--- src/rtl/alu_pkg.sv ---
// Shared opcode encodings, flag bit positions and opcode classification
// used by the ALU commit stage and its flag register.
package alu_pkg;

    localparam logic [2:0] OP_ADD  = 3'b000;
    localparam logic [2:0] OP_SUB  = 3'b001;
    localparam logic [2:0] OP_AND  = 3'b010;
    localparam logic [2:0] OP_OR   = 3'b011;
    localparam logic [2:0] OP_XOR  = 3'b100;
    localparam logic [2:0] OP_MUL  = 3'b101;
    localparam logic [2:0] OP_RSV6 = 3'b110;
    localparam logic [2:0] OP_RSV7 = 3'b111;

    // Bit positions inside the {Z,V,N} condition-code vector.
    localparam int FLAG_Z = 2;
    localparam int FLAG_V = 1;
    localparam int FLAG_N = 0;

    // Arithmetic ops update all flags, logic ops only Z, reserved ops none.
    typedef enum logic [1:0] {
        CLS_ARITH = 2'd0,
        CLS_LOGIC = 2'd1,
        CLS_RSVD  = 2'd2
    } op_class_e;

    function automatic op_class_e op_class(input logic [2:0] op);
        op_class_e cls;
        case (op)
            OP_ADD, OP_SUB, OP_MUL: cls = CLS_ARITH;
            OP_AND, OP_OR, OP_XOR:  cls = CLS_LOGIC;
            default:                cls = CLS_RSVD;
        endcase
        return cls;
    endfunction

endpackage

--- src/rtl/alu_flag_reg.sv ---
// Committed condition codes {Z,V,N} and the sticky illegal-opcode flag.
// State only changes on a commit; the op class decides which bits move.
module alu_flag_reg
    import alu_pkg::*;
(
    input  logic       clk,
    input  logic       rst_n,
    input  logic       commit_en_i,
    input  op_class_e  op_class_i,
    input  logic       zero_i,
    input  logic       ovfl_i,
    input  logic       neg_i,
    output logic [2:0] flags_o,
    output logic       illegal_op_o
);

    logic [2:0] flags_q, flags_d;
    logic       illegal_q, illegal_d;

    // Next-state: select which flag bits the committing op may change.
    always_comb begin
        flags_d   = flags_q;
        illegal_d = illegal_q;
        if (commit_en_i) begin
            case (op_class_i)
                CLS_ARITH: begin
                    flags_d[FLAG_Z] = zero_i;
                    flags_d[FLAG_V] = ovfl_i;
                    flags_d[FLAG_N] = neg_i;
                end
                CLS_LOGIC: begin
                    flags_d[FLAG_Z] = zero_i;
                end
                default: begin
                    illegal_d = 1'b1;
                end
            endcase
        end
    end

    // Flag state register; cleared only by reset, illegal_op is sticky.
    always_ff @(posedge clk or negedge rst_n) begin
        if (!rst_n) begin
            flags_q   <= 3'b000;
            illegal_q <= 1'b0;
        end else begin
            flags_q   <= flags_d;
            illegal_q <= illegal_d;
        end
    end

    assign flags_o      = flags_q;
    assign illegal_op_o = illegal_q;

endmodule

--- src/rtl/alu_commit_stage.sv ---
// ALU result commit stage: a small circular queue of ALU output bundles
// feeding writeback, with condition codes updated as each bundle commits.
//
// Handshakes: a transfer happens on a rising edge where valid && ready.
// The sender holds its bundle stable with valid high until it transfers;
// ready never depends combinationally on the partner's valid. in_ready is
// derived from registered occupancy only, so there is no out_ready ->
// in_ready path.
module alu_commit_stage
    import alu_pkg::*;
#(
    parameter int W     = 4,
    parameter int DEPTH = 2
) (
    input  logic         clk,
    input  logic         rst_n,
    input  logic         in_valid,
    output logic         in_ready,
    input  logic [2:0]   in_op,
    input  logic [W-1:0] in_result,
    input  logic         in_ovfl,
    input  logic         in_zero,
    input  logic         flush,
    output logic         out_valid,
    input  logic         out_ready,
    output logic [W-1:0] out_result,
    output logic [2:0]   out_op,
    output logic [2:0]   flags,
    output logic         illegal_op
);

    localparam int PW = $clog2(DEPTH);
    localparam int CW = PW + 1;
    localparam logic [CW-1:0] DEPTH_C = CW'(DEPTH);

    // Bundle storage; contents are meaningless while the slot is empty.
    logic [W-1:0] res_mem  [DEPTH];
    logic [2:0]   op_mem   [DEPTH];
    logic         ovfl_mem [DEPTH];
    logic         zero_mem [DEPTH];

    logic [PW-1:0] head_q, head_d;
    logic [PW-1:0] tail_q, tail_d;
    logic [CW-1:0] count_q, count_d;

    logic push;
    logic pop;

    // in_ready is held low while reset is asserted, then follows occupancy.
    assign in_ready  = rst_n && (count_q < DEPTH_C);
    assign out_valid = (count_q != '0);
    assign out_result = res_mem[head_q];
    assign out_op     = op_mem[head_q];

    // Flush drops an incoming bundle but still lets the head commit.
    assign push = in_valid && in_ready && !flush;
    assign pop  = out_valid && out_ready;

    // Pointer and occupancy next-state; pointers wrap since DEPTH is 2^PW.
    always_comb begin
        head_d  = head_q;
        tail_d  = tail_q;
        count_d = count_q;
        if (pop) begin
            head_d = head_q + PW'(1);
        end
        if (push) begin
            tail_d = tail_q + PW'(1);
        end
        case ({push, pop})
            2'b10:   count_d = count_q + CW'(1);
            2'b01:   count_d = count_q - CW'(1);
            default: count_d = count_q;
        endcase
        if (flush) begin
            head_d  = '0;
            tail_d  = '0;
            count_d = '0;
        end
    end

    // Queue control registers.
    always_ff @(posedge clk or negedge rst_n) begin
        if (!rst_n) begin
            head_q  <= '0;
            tail_q  <= '0;
            count_q <= '0;
        end else begin
            head_q  <= head_d;
            tail_q  <= tail_d;
            count_q <= count_d;
        end
    end

    // Write the accepted bundle into the tail slot; storage is not reset.
    always_ff @(posedge clk) begin
        if (push) begin
            res_mem[tail_q]  <= in_result;
            op_mem[tail_q]   <= in_op;
            ovfl_mem[tail_q] <= in_ovfl;
            zero_mem[tail_q] <= in_zero;
        end
    end

    alu_flag_reg u_flag_reg (
        .clk          (clk),
        .rst_n        (rst_n),
        .commit_en_i  (pop),
        .op_class_i   (op_class(op_mem[head_q])),
        .zero_i       (zero_mem[head_q]),
        .ovfl_i       (ovfl_mem[head_q]),
        .neg_i        (res_mem[head_q][W-1]),
        .flags_o      (flags),
        .illegal_op_o (illegal_op)
    );

endmodule

--- config.mk ---
export PLATFORM = sky130hd
export DESIGN_NAME = alu_commit_stage
export DESIGN_NICKNAME = d
export VERILOG_FILES = /design/src/rtl/alu_pkg.sv /design/src/rtl/alu_flag_reg.sv /design/src/rtl/alu_commit_stage.sv
export SDC_FILE = /design/constraint.sdc
export NUM_CORES = 1
export LEC_CHECK = 0
export CAP_MARGIN = 20
export CORE_ASPECT_RATIO = 0.75
export CORE_UTILIZATION = 42
export CTS_CLUSTER_DIAMETER = 30
export DETAILED_ROUTE_END_ITERATION = 12
export PLACE_DENSITY = 0.73
export REMOVE_ABC_BUFFERS = 1
export SLEW_MARGIN = 20
export SYNTH_ARGS = -nofsm -noshare
export SYNTH_HDL_FRONTEND = slang
export SYNTH_SLANG_ARGS = --single-unit
--- constraint.sdc ---
create_clock -name clk -period 1.89 [get_ports clk]
set_clock_uncertainty 0.2 [all_clocks]
set_input_delay 0.378 -clock clk [delete_from_list [all_inputs] [get_ports clk]]
set_output_delay 0.378 -clock clk [all_outputs]
set_load 0.1 [all_outputs]
==> implementation parameters <==
Parameter                              Value

Outcome
  Outcome ... finished, violations left
  Violated checks ... negative setup slack

Synth
  Synth unique cells ... 28
  Cell types occupying the most area after synthesis ... edfxtp_1 (50%), dfrtp_1 (18%), mux2_2 (9.4%)
  Cell count after synthesis ... 67
  Mean cell area of the mapped netlist ... 16.2 µm²
  Complex-gate fraction of the synthesized area ... 4.97%
  Proportion of netlist area held by the largest area contributor ... 49.9%
  Mux contribution to synthesized area ... 11.8%
  Share of flip-flops with an asynchronous set or reset after synthesis ... 30.8%
  Syn. warnings ... 0
  Post-synthesis share of cell area spent on and, or, nand and nor gates ... 11.2%
  EDFF count, synth ... 18
  Dominant synthesized flop cell ... edfxtp_1
  Register bit count reported by yosys ... 26
  Sequential fraction of the synthesis area ... 68.4%
  Dominant combinational cell family by area after synthesis ... multiplexers
  XOR/XNOR Fraction of Synth Area ... 2.43%
  Area share of fa/ha/maj cells after synthesis ... 0%
  Top cell type by total area after synthesis ... edfxtp_1
  Syn Std Cell Area ... 0.00108 mm²

Cells and area
  Final core utilization ... 70.6%
  Number of standard cells in the final layout excluding fillers ... 142
  Proportion of layout cells with a drive suffix above 1 ... 42.6%
  Diodes inserted ... 0
  Layout Nets ... 123
  Synth-to-Final Area Change ... 54.3%

Pwr
  Fraction of power consumed by combinational cells ... 37.7%
  Internal ... 0.947 mW
  Total Power Consumption ... 1.46 mW
  Part of the power in registers ... 46.8%
  P_leak ... 0.666 nW
  Net switching fraction of the power ... 35.2%
  Maximum ir drop on the vdd rail ... 0.420 mV
  Total power per unit cell area ... 874 mW/mm²
  Clock share of power ... 15.5%
  Switching power of the nets ... 0.513 mW

Drt
  DR vias ... 696
  Routed met3 length ... 102 µm
  Average wire per cell in the routed design ... 14.4 µm
  Routed metal-1 wire length ... 930 µm
  Remaining design rule violation count ... 0
  Total length of routed met2 wires ... 1000 µm
  1st-iter DRT viols ... 11
  Wire length reported by the detailed router ... 2050 µm
  DR pass1 iterations ... 4
  Mean number of vias per cell ... 4.90
  Remaining antenna violation count after routing ... 0
  Highest metal layer with signal wires ... met4

Worst setup path
  Data arrival time at the worst-slack endpoint ... 1.42 ns
  Critical Path Start Type ... register
  Crit path max fanout ... 3
  Worst R2R Setup Slack ... 0 ns
  CP Cell Sequence ... buf_4 > mux2_2 > buf_12
  Worst-path cell with the longest stage delay ... dfrtp_1
  Worst setup path category ... register to output port
  Slowest stage delay, CP ... 0.42 ns
  Data required time at the worst endpoint ... 1.31 ns
  Kind of end point of the critical path ... output port

Clocking
  Max H-tree Level ... 1
  Clock tree root driver cell ... clkbuf_4
  Maximum buffer depth of the clock tree ... 2
  Clk_lat worst skew ... 0.31 ns
  Clock Pin Slew Worst Setup and Hold Paths ... 0.13 ns
  Clock buffers created by TritonCTS ... 3
  Number of sinks driven by the clock tree ... 26
  Clock tree from TritonCTS ... done

GRT
  Global route overflow ... 0
  GRT Total Usage ... 18.1%
  Vias in the first global route ... 723
  Pin count of the biggest net entering global routing ... 15
  Number of antenna violations at the first check in global routing ... 0
  Global-route wire length before repair ... 3500 µm

Timing
  Total of endpoints with negative setup slack in the final report ... 9
  Count of final max-slew check failures ... 0
  Final Hold Violating Endpoints ... 0
  Minimum period implied by the final worst setup slack ... 2.00 ns
  Post-layout worst setup margin ... -0.106 ns
  Actual transition at the worst max-transition pin ... 0.454 ns
  Rel. slew slack ... 69.5%
  Max frequency ... 501 MHz
  Unrepaired setup endpoints after global routing ... yes
  Tcrit/Tclk final ... 106%

Placed design
  Weighted congestion at the end of routability-driven global placement ... 0.717
  # placed instances ... 133
  Pre-CTS worst setup slack ... -0.202 ns
  DP HPWL ... 1480 µm
  Port-buffer cells ... 26

Die
  Placeable core region ... 0.00236 mm²
  Overall die area ... 0.00279 mm²
  Count of pins on the block boundary ... 27
  Initial Utilization ... 45.8%
  Overall die height ... 46.0 µm
  Chip Width ... 60.6 µm
  Row count ... 15

Worst hold path
  Tightest Hold Check Type ... primary input to asynchronous set/reset pin

Run
  Total of max-cap violations ... 0
## worst max-delay path: cells and delay by family (launching register included)
| kind | cells | cell delay (ns) |
|---|---|---|
| buffers and inverters | 2 | 0.32 |
| DFF | 1 | 0.42 |
| muxes | 1 | 0.36 |
## power groups by stage
stage	registers (mW)	clock network [mW]	logic [mW]
finish	0.684	0.226	0.550
global route	0.687	0.267	0.567
CTS	0.683	0.237	0.547
detailed placement	0.695	0	0.526
global placement	0.693	0	0.520
floorplan	0.856	0	0.135
## layer usage
layer	vias to the layer above	track usage, %
met1	344	23.6
met3	3	6.53
li1	333	-
met4	0	4.09
met5	-	0
met2	16	29.2
## cells in the mapped netlist, types with 2 or more instances
library cell	count
nor2b_1	3
xor2_1	3
mux2_2	9
a21oi_1	2
nor2_1	3
edfxtp_1	18
dfrtp_1	8
## layout by cell type (no fill, tap or decap), drive strengths merged
master	count
a21oi	2
nor3	1
nor2b	3
o21bai	1
and3b	1
clkdlybuf4s50	13
o21ai	1
clkbuf	3
nor4	1
a32oi	1
nand3b	1
nand2b	1
edfxtp	18
or2	1
nor2	3
a22oi	1
or3	1
clkinv	1
dfrtp	8
and3	1
mux2	11
nand2	1
a211oi	1
buf	26
nor3b	2
a21o	1
xor2	3
## registers in the layout, indices dropped and copies added, names as in the netlist
signal                   cells
tail_q                       1
count_q                      2
op_mem                       6
res_mem                      8
ovfl_mem                     2
zero_mem                     2
u_flag_reg.illegal_op_o      1
u_flag_reg.flags_o           3
head_q                       1
## per-stage QoR
stage	TNS (ns)	hold slack (ns)	area (µm²)
4_1_cts	-0.635	0.177	1640
3_5_place_dp	-1.27	0.339	1560
5_1_grt	-1.13	0.155	1670
3_3_place_gp	-0.702	0.338	1560
6_report	-0.587	0.181	1670
2_1_floorplan	-1.71	-0.118	1070
## path summary, 6_finish.rpt
path                                         start                       to  depth (start not counted)
min in group clk           u_flag_reg.illegal_op_o  u_flag_reg.illegal_op_o                          1
max in group asynchronous                    rst_n               count_q[1]                          2
min                                          rst_n  u_flag_reg.illegal_op_o                          2
max                                         head_q            out_result[0]                          3
min reg2reg                u_flag_reg.illegal_op_o  u_flag_reg.illegal_op_o                          1
max reg2reg                                 head_q    u_flag_reg.flags_o[1]                          5
## cell families after synthesis
| family | Yosys count |
|---|---|
| multiplexers | 11 |
| AND/OR/NAND/NOR | 17 |
| flip-flops | 26 |
| AO/OA/AOI/OAI | 8 |
| XOR/XNOR | 3 |
| buffers and inverters | 2 |
## final cells by class
| type | count | area (µm²) |
|---|---|---|
| clock buffers | 3 | 22.5 |
| clock inverters | 1 | 3.75 |
| fillers | 172 | 694 |
| multi-input cells | 39 | 364 |
| flip-flops and latches | 26 | 742 |
| well taps | 34 | 42.5 |
| repair buffers | 39 | 495 |
## repair_timing
action / 4_1_cts / 5_1_grt
setup buffers: 3 / 2
pin swaps: 1 / 0
gates resized for setup: 9 / 4
setup endpoints to repair: 7 / 10
hold buffers: 0 / 0
(Power assumes the default switching activity.)
